==> config.mk <==
export PLATFORM = sky130hd
export DESIGN_NAME = seg7_reader
export DESIGN_NICKNAME = d
export VERILOG_FILES = /design/src/rtl/seg7_pkg.sv /design/src/rtl/seg7_glyph_decode.sv /design/src/rtl/seg7_reader.sv
export SDC_FILE = /design/constraint.sdc
export NUM_CORES = 1
export LEC_CHECK = 0
export CAP_MARGIN = 20
export CELL_PAD_IN_SITES_DETAIL_PLACEMENT = 1
export CELL_PAD_IN_SITES_GLOBAL_PLACEMENT = 1
export CORE_MARGIN = 2
export CORE_UTILIZATION = 37
export DETAILED_ROUTE_END_ITERATION = 10
export GPL_TIMING_DRIVEN = 0
export PLACE_DENSITY = 0.74
export SYNTH_ARGS = -nofsm -noshare
export SYNTH_HDL_FRONTEND = slang
export SYNTH_SLANG_ARGS = --single-unit
==> constraint.sdc <==
create_clock -name clk -period 2.7 [get_ports clk]
set_input_delay 0.54 -clock clk [delete_from_list [all_inputs] [get_ports clk]]
set_output_delay 0.54 -clock clk [all_outputs]
set_load 0.01 [all_outputs]
==> src/rtl/seg7_pkg.sv <==
// Shared 7-segment definitions: glyph constants (gfedcba, lit=1), the blank
// pattern, reader FSM state encoding and a code->glyph helper for the
// display-side encoder.
package seg7_pkg;

    localparam logic [6:0] SEG7_GLYPH_0 = 7'h3F;
    localparam logic [6:0] SEG7_GLYPH_1 = 7'h06;
    localparam logic [6:0] SEG7_GLYPH_2 = 7'h5B;
    localparam logic [6:0] SEG7_GLYPH_3 = 7'h4F;
    localparam logic [6:0] SEG7_GLYPH_4 = 7'h66;
    localparam logic [6:0] SEG7_GLYPH_5 = 7'h6D;
    localparam logic [6:0] SEG7_GLYPH_6 = 7'h7D;
    localparam logic [6:0] SEG7_GLYPH_7 = 7'h07;
    localparam logic [6:0] SEG7_GLYPH_8 = 7'h7F;
    localparam logic [6:0] SEG7_GLYPH_9 = 7'h6F;
    localparam logic [6:0] SEG7_GLYPH_A = 7'h77;
    localparam logic [6:0] SEG7_GLYPH_B = 7'h7C;
    localparam logic [6:0] SEG7_GLYPH_C = 7'h39;
    localparam logic [6:0] SEG7_GLYPH_D = 7'h5E;
    localparam logic [6:0] SEG7_GLYPH_E = 7'h79;
    localparam logic [6:0] SEG7_GLYPH_F = 7'h71;

    localparam logic [6:0] SEG7_BLANK   = 7'h00;

    typedef enum logic [0:0] {
        SEG7_RD_SETTLE = 1'b0,
        SEG7_RD_LOCKED = 1'b1
    } seg7_rd_state_e;

    // Hex code to lit-segment pattern, used by the display-side encoder.
    function automatic logic [6:0] seg7_encode(input logic [3:0] code);
        logic [6:0] pat;
        pat = SEG7_BLANK;
        case (code)
            4'h0: pat = SEG7_GLYPH_0;
            4'h1: pat = SEG7_GLYPH_1;
            4'h2: pat = SEG7_GLYPH_2;
            4'h3: pat = SEG7_GLYPH_3;
            4'h4: pat = SEG7_GLYPH_4;
            4'h5: pat = SEG7_GLYPH_5;
            4'h6: pat = SEG7_GLYPH_6;
            4'h7: pat = SEG7_GLYPH_7;
            4'h8: pat = SEG7_GLYPH_8;
            4'h9: pat = SEG7_GLYPH_9;
            4'hA: pat = SEG7_GLYPH_A;
            4'hB: pat = SEG7_GLYPH_B;
            4'hC: pat = SEG7_GLYPH_C;
            4'hD: pat = SEG7_GLYPH_D;
            4'hE: pat = SEG7_GLYPH_E;
            4'hF: pat = SEG7_GLYPH_F;
            default: pat = SEG7_BLANK;
        endcase
        return pat;
    endfunction

endpackage

==> src/rtl/seg7_glyph_decode.sv <==
// Combinational glyph decoder: lit-segment pattern (gfedcba) -> hex code.
// legal is 0 for any pattern outside the 16-entry glyph table (including blank).
module seg7_glyph_decode
    import seg7_pkg::*;
(
    input  logic [6:0] pattern,
    output logic [3:0] code,
    output logic       legal
);

    // Reverse lookup of the shared glyph table
    always_comb begin
        code  = 4'h0;
        legal = 1'b1;
        case (pattern)
            SEG7_GLYPH_0: code = 4'h0;
            SEG7_GLYPH_1: code = 4'h1;
            SEG7_GLYPH_2: code = 4'h2;
            SEG7_GLYPH_3: code = 4'h3;
            SEG7_GLYPH_4: code = 4'h4;
            SEG7_GLYPH_5: code = 4'h5;
            SEG7_GLYPH_6: code = 4'h6;
            SEG7_GLYPH_7: code = 4'h7;
            SEG7_GLYPH_8: code = 4'h8;
            SEG7_GLYPH_9: code = 4'h9;
            SEG7_GLYPH_A: code = 4'hA;
            SEG7_GLYPH_B: code = 4'hB;
            SEG7_GLYPH_C: code = 4'hC;
            SEG7_GLYPH_D: code = 4'hD;
            SEG7_GLYPH_E: code = 4'hE;
            SEG7_GLYPH_F: code = 4'hF;
            default: begin
                code  = 4'h0;
                legal = 1'b0;
            end
        endcase
    end

endmodule

==> src/rtl/seg7_reader.sv <==
// 7-segment link receiver: synchronises the asynchronous segment pins,
// waits for a pattern to hold STABLE_CYCLES clocks, then decodes it and
// strobes digit_valid (legal glyph) or pattern_err (illegal pattern).
// Optional feature: define SEG7_READER_ERRCNT_EN to add a saturating
// 8-bit err_count output counting pattern_err pulses.
module seg7_reader
    import seg7_pkg::*;
#(
    parameter int unsigned STABLE_CYCLES = 1024,
    parameter bit          ACTIVE_LOW    = 1'b1,
    localparam int unsigned CNT_W        = $clog2(STABLE_CYCLES)
) (
    input  logic       clk,
    input  logic       rst_n,
    input  logic [6:0] seg_in,
    output logic [3:0] digit,
    output logic       digit_valid,
    output logic       pattern_err,
    output logic       blank,
    output logic       locked
`ifdef SEG7_READER_ERRCNT_EN
    ,
    output logic [7:0] err_count
`endif
);

    localparam logic [6:0]       SYNC_RST = ACTIVE_LOW ? 7'h7F : 7'h00;
    localparam logic [CNT_W-1:0] CNT_LAST = CNT_W'(STABLE_CYCLES - 1);

    seg7_rd_state_e   state_q, state_d;
    logic [6:0]       sync1_q, sync2_q;
    logic [6:0]       cand_q, cand_d;
    logic [CNT_W-1:0] cnt_q, cnt_d;
    logic [6:0]       last_pat_q, last_pat_d;
    logic [3:0]       digit_q, digit_d;
    logic             digit_valid_q, digit_valid_d;
    logic             pattern_err_q, pattern_err_d;
    logic             blank_q, blank_d;
    logic             locked_q, locked_d;
`ifdef SEG7_READER_ERRCNT_EN
    logic [7:0]       err_count_q, err_count_d;
`endif

    logic [6:0]       seg_n;
    logic             pat_change;
    logic             accept;
    logic [3:0]       dec_code;
    logic             dec_legal;

    assign seg_n      = ACTIVE_LOW ? ~sync2_q : sync2_q;
    assign pat_change = (seg_n != cand_q);

    seg7_glyph_decode u_decode (
        .pattern (cand_q),
        .code    (dec_code),
        .legal   (dec_legal)
    );

    // Synchroniser, FSM state and all datapath/output registers
    always_ff @(posedge clk or negedge rst_n) begin
        if (!rst_n) begin
            state_q       <= SEG7_RD_SETTLE;
            sync1_q       <= SYNC_RST;
            sync2_q       <= SYNC_RST;
            cand_q        <= '0;
            cnt_q         <= '0;
            last_pat_q    <= '0;
            digit_q       <= '0;
            digit_valid_q <= 1'b0;
            pattern_err_q <= 1'b0;
            blank_q       <= 1'b1;
            locked_q      <= 1'b0;
`ifdef SEG7_READER_ERRCNT_EN
            err_count_q   <= '0;
`endif
        end else begin
            state_q       <= state_d;
            sync1_q       <= seg_in;
            sync2_q       <= sync1_q;
            cand_q        <= cand_d;
            cnt_q         <= cnt_d;
            last_pat_q    <= last_pat_d;
            digit_q       <= digit_d;
            digit_valid_q <= digit_valid_d;
            pattern_err_q <= pattern_err_d;
            blank_q       <= blank_d;
            locked_q      <= locked_d;
`ifdef SEG7_READER_ERRCNT_EN
            err_count_q   <= err_count_d;
`endif
        end
    end

    // Next-state logic: settle until the candidate has held long enough
    always_comb begin
        state_d = state_q;
        accept  = 1'b0;
        case (state_q)
            SEG7_RD_SETTLE: begin
                if (!pat_change && (cnt_q == CNT_LAST)) begin
                    state_d = SEG7_RD_LOCKED;
                    accept  = 1'b1;
                end
            end
            SEG7_RD_LOCKED: begin
                if (pat_change) begin
                    state_d = SEG7_RD_SETTLE;
                end
            end
            default: state_d = SEG7_RD_SETTLE;
        endcase
    end

    // Datapath and outputs: candidate tracking, stability count, accept actions
    always_comb begin
        cand_d        = cand_q;
        cnt_d         = cnt_q;
        last_pat_d    = last_pat_q;
        digit_d       = digit_q;
        digit_valid_d = 1'b0;
        pattern_err_d = 1'b0;
        blank_d       = blank_q;
        locked_d      = locked_q;
`ifdef SEG7_READER_ERRCNT_EN
        err_count_d   = err_count_q;
`endif

        if (pat_change) begin
            cand_d   = seg_n;
            cnt_d    = '0;
            locked_d = 1'b0;
        end else if ((state_q == SEG7_RD_SETTLE) && (cnt_q != CNT_LAST)) begin
            cnt_d = cnt_q + CNT_W'(1);
        end

        if (accept) begin
            locked_d   = 1'b1;
            last_pat_d = cand_q;
            // Re-accepting the previous pattern (after a glitch) is silent
            if (cand_q != last_pat_q) begin
                if (cand_q == SEG7_BLANK) begin
                    blank_d = 1'b1;
                end else if (dec_legal) begin
                    digit_d       = dec_code;
                    blank_d       = 1'b0;
                    digit_valid_d = 1'b1;
                end else begin
                    blank_d       = 1'b0;
                    pattern_err_d = 1'b1;
`ifdef SEG7_READER_ERRCNT_EN
                    if (err_count_q != 8'hFF) begin
                        err_count_d = err_count_q + 8'd1;
                    end
`endif
                end
            end
        end
    end

    assign digit       = digit_q;
    assign digit_valid = digit_valid_q;
    assign pattern_err = pattern_err_q;
    assign blank       = blank_q;
    assign locked      = locked_q;
`ifdef SEG7_READER_ERRCNT_EN
    assign err_count   = err_count_q;
`endif

endmodule

==> out/results.ini <==
[layout]
post-route-cell-area_sq_mm=0.00264
n_antenna_cell=0
drive_above_1_share_pct=21.0
utilization_pct=44.4
areaGrowthSynthToFinish_pct=15.9
nets=238

[outcome]
status=complete, no violations

[route]
drt_first_pass_iters=4
drc=0
wire_per_inst_microns=15.1
routed-wl-met3_microns=147
ant_nets=0
met2_length_mm=2.31
vias_per_cell=5.21
top_layer_used=met4
vias=1583
drtIter0Drc=60
met1Wirelength_mm=2.10
wirelength_mm=4.60

[power_and_ir_drop]
sw_frac_of_total_pct=23.4
power.density_mw_per_mm2=472
seq_power_share_pct=59.4
clock_power_share_pct=31.9
combPwrFrac_pct=8.7
p_sw_mw=0.292
intPower_mw=0.956
peakVddDrop_uv=346
leakage_nw=1.10

[timing]
min_period_over_period_pct=90.4
final_hold_viol_count=0
clock_skew_ns=0.00363
fmax_ghz=0.410
setup_viol=0
finalHoldWorstSlack_ns=0.108
rsz0062_at_grt=no
slew_viol_final=0
worst-slew-pin-transition_ns=0.964
slew-limit-headroom_pct=35.2
fin_crit_ns=2.44
setup_tns_ns=0

[floorplanning]
start_util_pct=38.3
design.core.area_sq_mm=0.00596
die_w_microns=82.5
rows=28
pin_count=17
die-area_sq_mm=0.00681
die_h_microns=82.5

[synth]
yosysTopAreaCell=dfrtp_1
avgSynthCellArea_sq_um=11.2
ys_types=51
synth_top_area_share_pct=35.1
synthesis.nets=214
synth_area_sq_mm=0.00228
synth-edff-count=0
ys.flop_type=dfrtp_1
async_flop_share_pct=100
ys_warn_count=0
syn_inst=204
yosys-top-cells-area=dfrtp_1, dfstp_2, xnor2_1
ys_seq_area_share_pct=52.4
ys_seq_elements=47

[global_route]
grt_pass1_wl_mm=7.85
grt_max_degree=38
globalRouteOverflowTotal=0
first_global_vias=1638
grt_usage_pct=15.5
antenna_found_initial=0

[critical_path]
crit_required_ns=2.88
critPathArrivalTime_ns=2.62
crit_type=register to register
cp_max_fo=10
r2r-end=digit[3]
cp-end-kind=register
reg2regPathDepth=7
r2r-start=cand_q[2]
critPathLaunchType=register
r2r_slack_ns=0.26

[clocking]
clk-insertion-delay-late_ns=0.29
clockRootBuffer=clkbuf_8
clockBufferDepth=2
cts-buffers-inserted=5
h-tree-depth=2
clkTransAtPathRegs_ns=0.08
hold_buffers=0
cts.sinks=47
cts_tree=done

[job]
drv_cap=0

[place]
gp_congestion=0.784
dp_hpwl_mm=3.35
port_buffers=16
place_area_sq_mm=0.00255

[hold_path]
hp-class=primary input to asynchronous set/reset pin

-- per-stage QoR --
stage	std cells	power, mW	setup slack, ns
6_report	304	1.25	0.260
5_1_grt	304	1.31	0.0531
2_1_floorplan	204	0.814	0.536
3_5_place_dp	296	0.863	-0.0197
4_1_cts	304	1.27	0.0576
3_3_place_gp	295	0.855	-0.167
-- flip-flops by register name (all words and copies together), names as in the netlist --
signal and count:
locked 1, cand_q 7, sync2_q 7, digit_valid 1, last_pat_q 7, blank 1, digit 4, sync1_q 7
pattern_err 1, state_q 1, cnt_q 10
-- final cells by class --
cell class	count	area, sq um
fillers	674	3310
flip-flops and latches	47	1190
multi-input cells	135	985
repair buffers	17	175
well taps	75	93.8
clock buffers	7	76.3
plain buffers	11	72.6
inverters	11	41.3
clock inverters	1	5.00
-- worst max-delay path, cell delays in order, from the launching register on --
cell	delay [ns]
dfrtp_1	0.36
buf_4	0.17
buf_6	0.15
xnor2_1	0.14
nor4_2	0.39
nand4_1	0.29
a2111oi_4	0.48
mux2_4	0.35
-- synthesized netlist by cell type, types with 4 or more instances --
cell type and n:
nand2_1 16, dfrtp_1 32, buf_2 4, nor2_1 17
nor4_1 4, xor2_1 11, o21ai_0 4, xnor2_1 12
mux2i_1 4, dfstp_2 15, mux2_2 7, nand4_1 8
inv_1 11, buf_4 4, nor3_1 4
-- worst max path at each step --
stage,from,to,cells after the start
floorplan,cand_q[5],digit[0],5
CTS,cnt_q[0],digit[3],6
finish,cand_q[2],digit[3],7
global route,cand_q[4],digit[0],5
global placement,rst_n,pattern_err,1
detailed placement,cand_q[2],digit[3],7
-- cell families (layout without fill, tap and decap cells) --
logic type,Yosys count,after routing,synth area share (%)
and+or+nand+nor,77,77,19.0
DFF,47,47,52.4
xor gates and xnor gates,23,23,8.83
buffers and inverters,22,47,4.99
AOI/OAI and AO/OA,21,21,7.73
muxes,13,13,6.53
adders and majority gates,1,1,0.548
-- cell usage in the layout (no fill, tap or decap), types with 2 or more instances in the layout --
cell type and n:
xor2_1 11, buf_2 5, mux2_2 7, dfrtp_1 32
clkbuf_8 5, nand2_1 16, nand2b_1 3, and4_1 2
nand3_1 3, inv_1 11, o21ai_0 4, a21oi_1 2
nor4b_1 2, clkbuf_1 3, nand4_1 8, mux2_4 2
and3_1 2, nor3b_1 2, a31oi_1 3, buf_4 4
or3_1 2, nor3_1 4, clkdlybuf4s50_1 15, dfstp_2 15
o22ai_1 2, nor4_1 3, xnor2_1 12, mux2i_1 4
nor2_1 17
-- repair_timing --
item | in CTS | in global routing
hold endpoints to repair | 0 | 0
setup buffers | 0 | 0
pin swaps | 0 | 1
setup endpoints to repair | 2 | 3
gates resized for setup | 1 | 1
-- per-layer routing --
metal	track usage, %	vias up
li1	-	764
met1	19.2	786
met2	27.1	28
met3	3.59	5
met4	3.93	0
met5	0	-
-- power by group through the flow --
stage | Combinational, mW | Clock [mW] | Sequential, mW
after CTS | 0.110 | 0.418 | 0.741
after detailed placement | 0.109 | 0 | 0.754
after floorplan | 0.0637 | 0 | 0.750
final | 0.108 | 0.398 | 0.741
after global routing | 0.122 | 0.447 | 0.743
after global placement | 0.102 | 0 | 0.753
(Power assumes the default switching activity.)
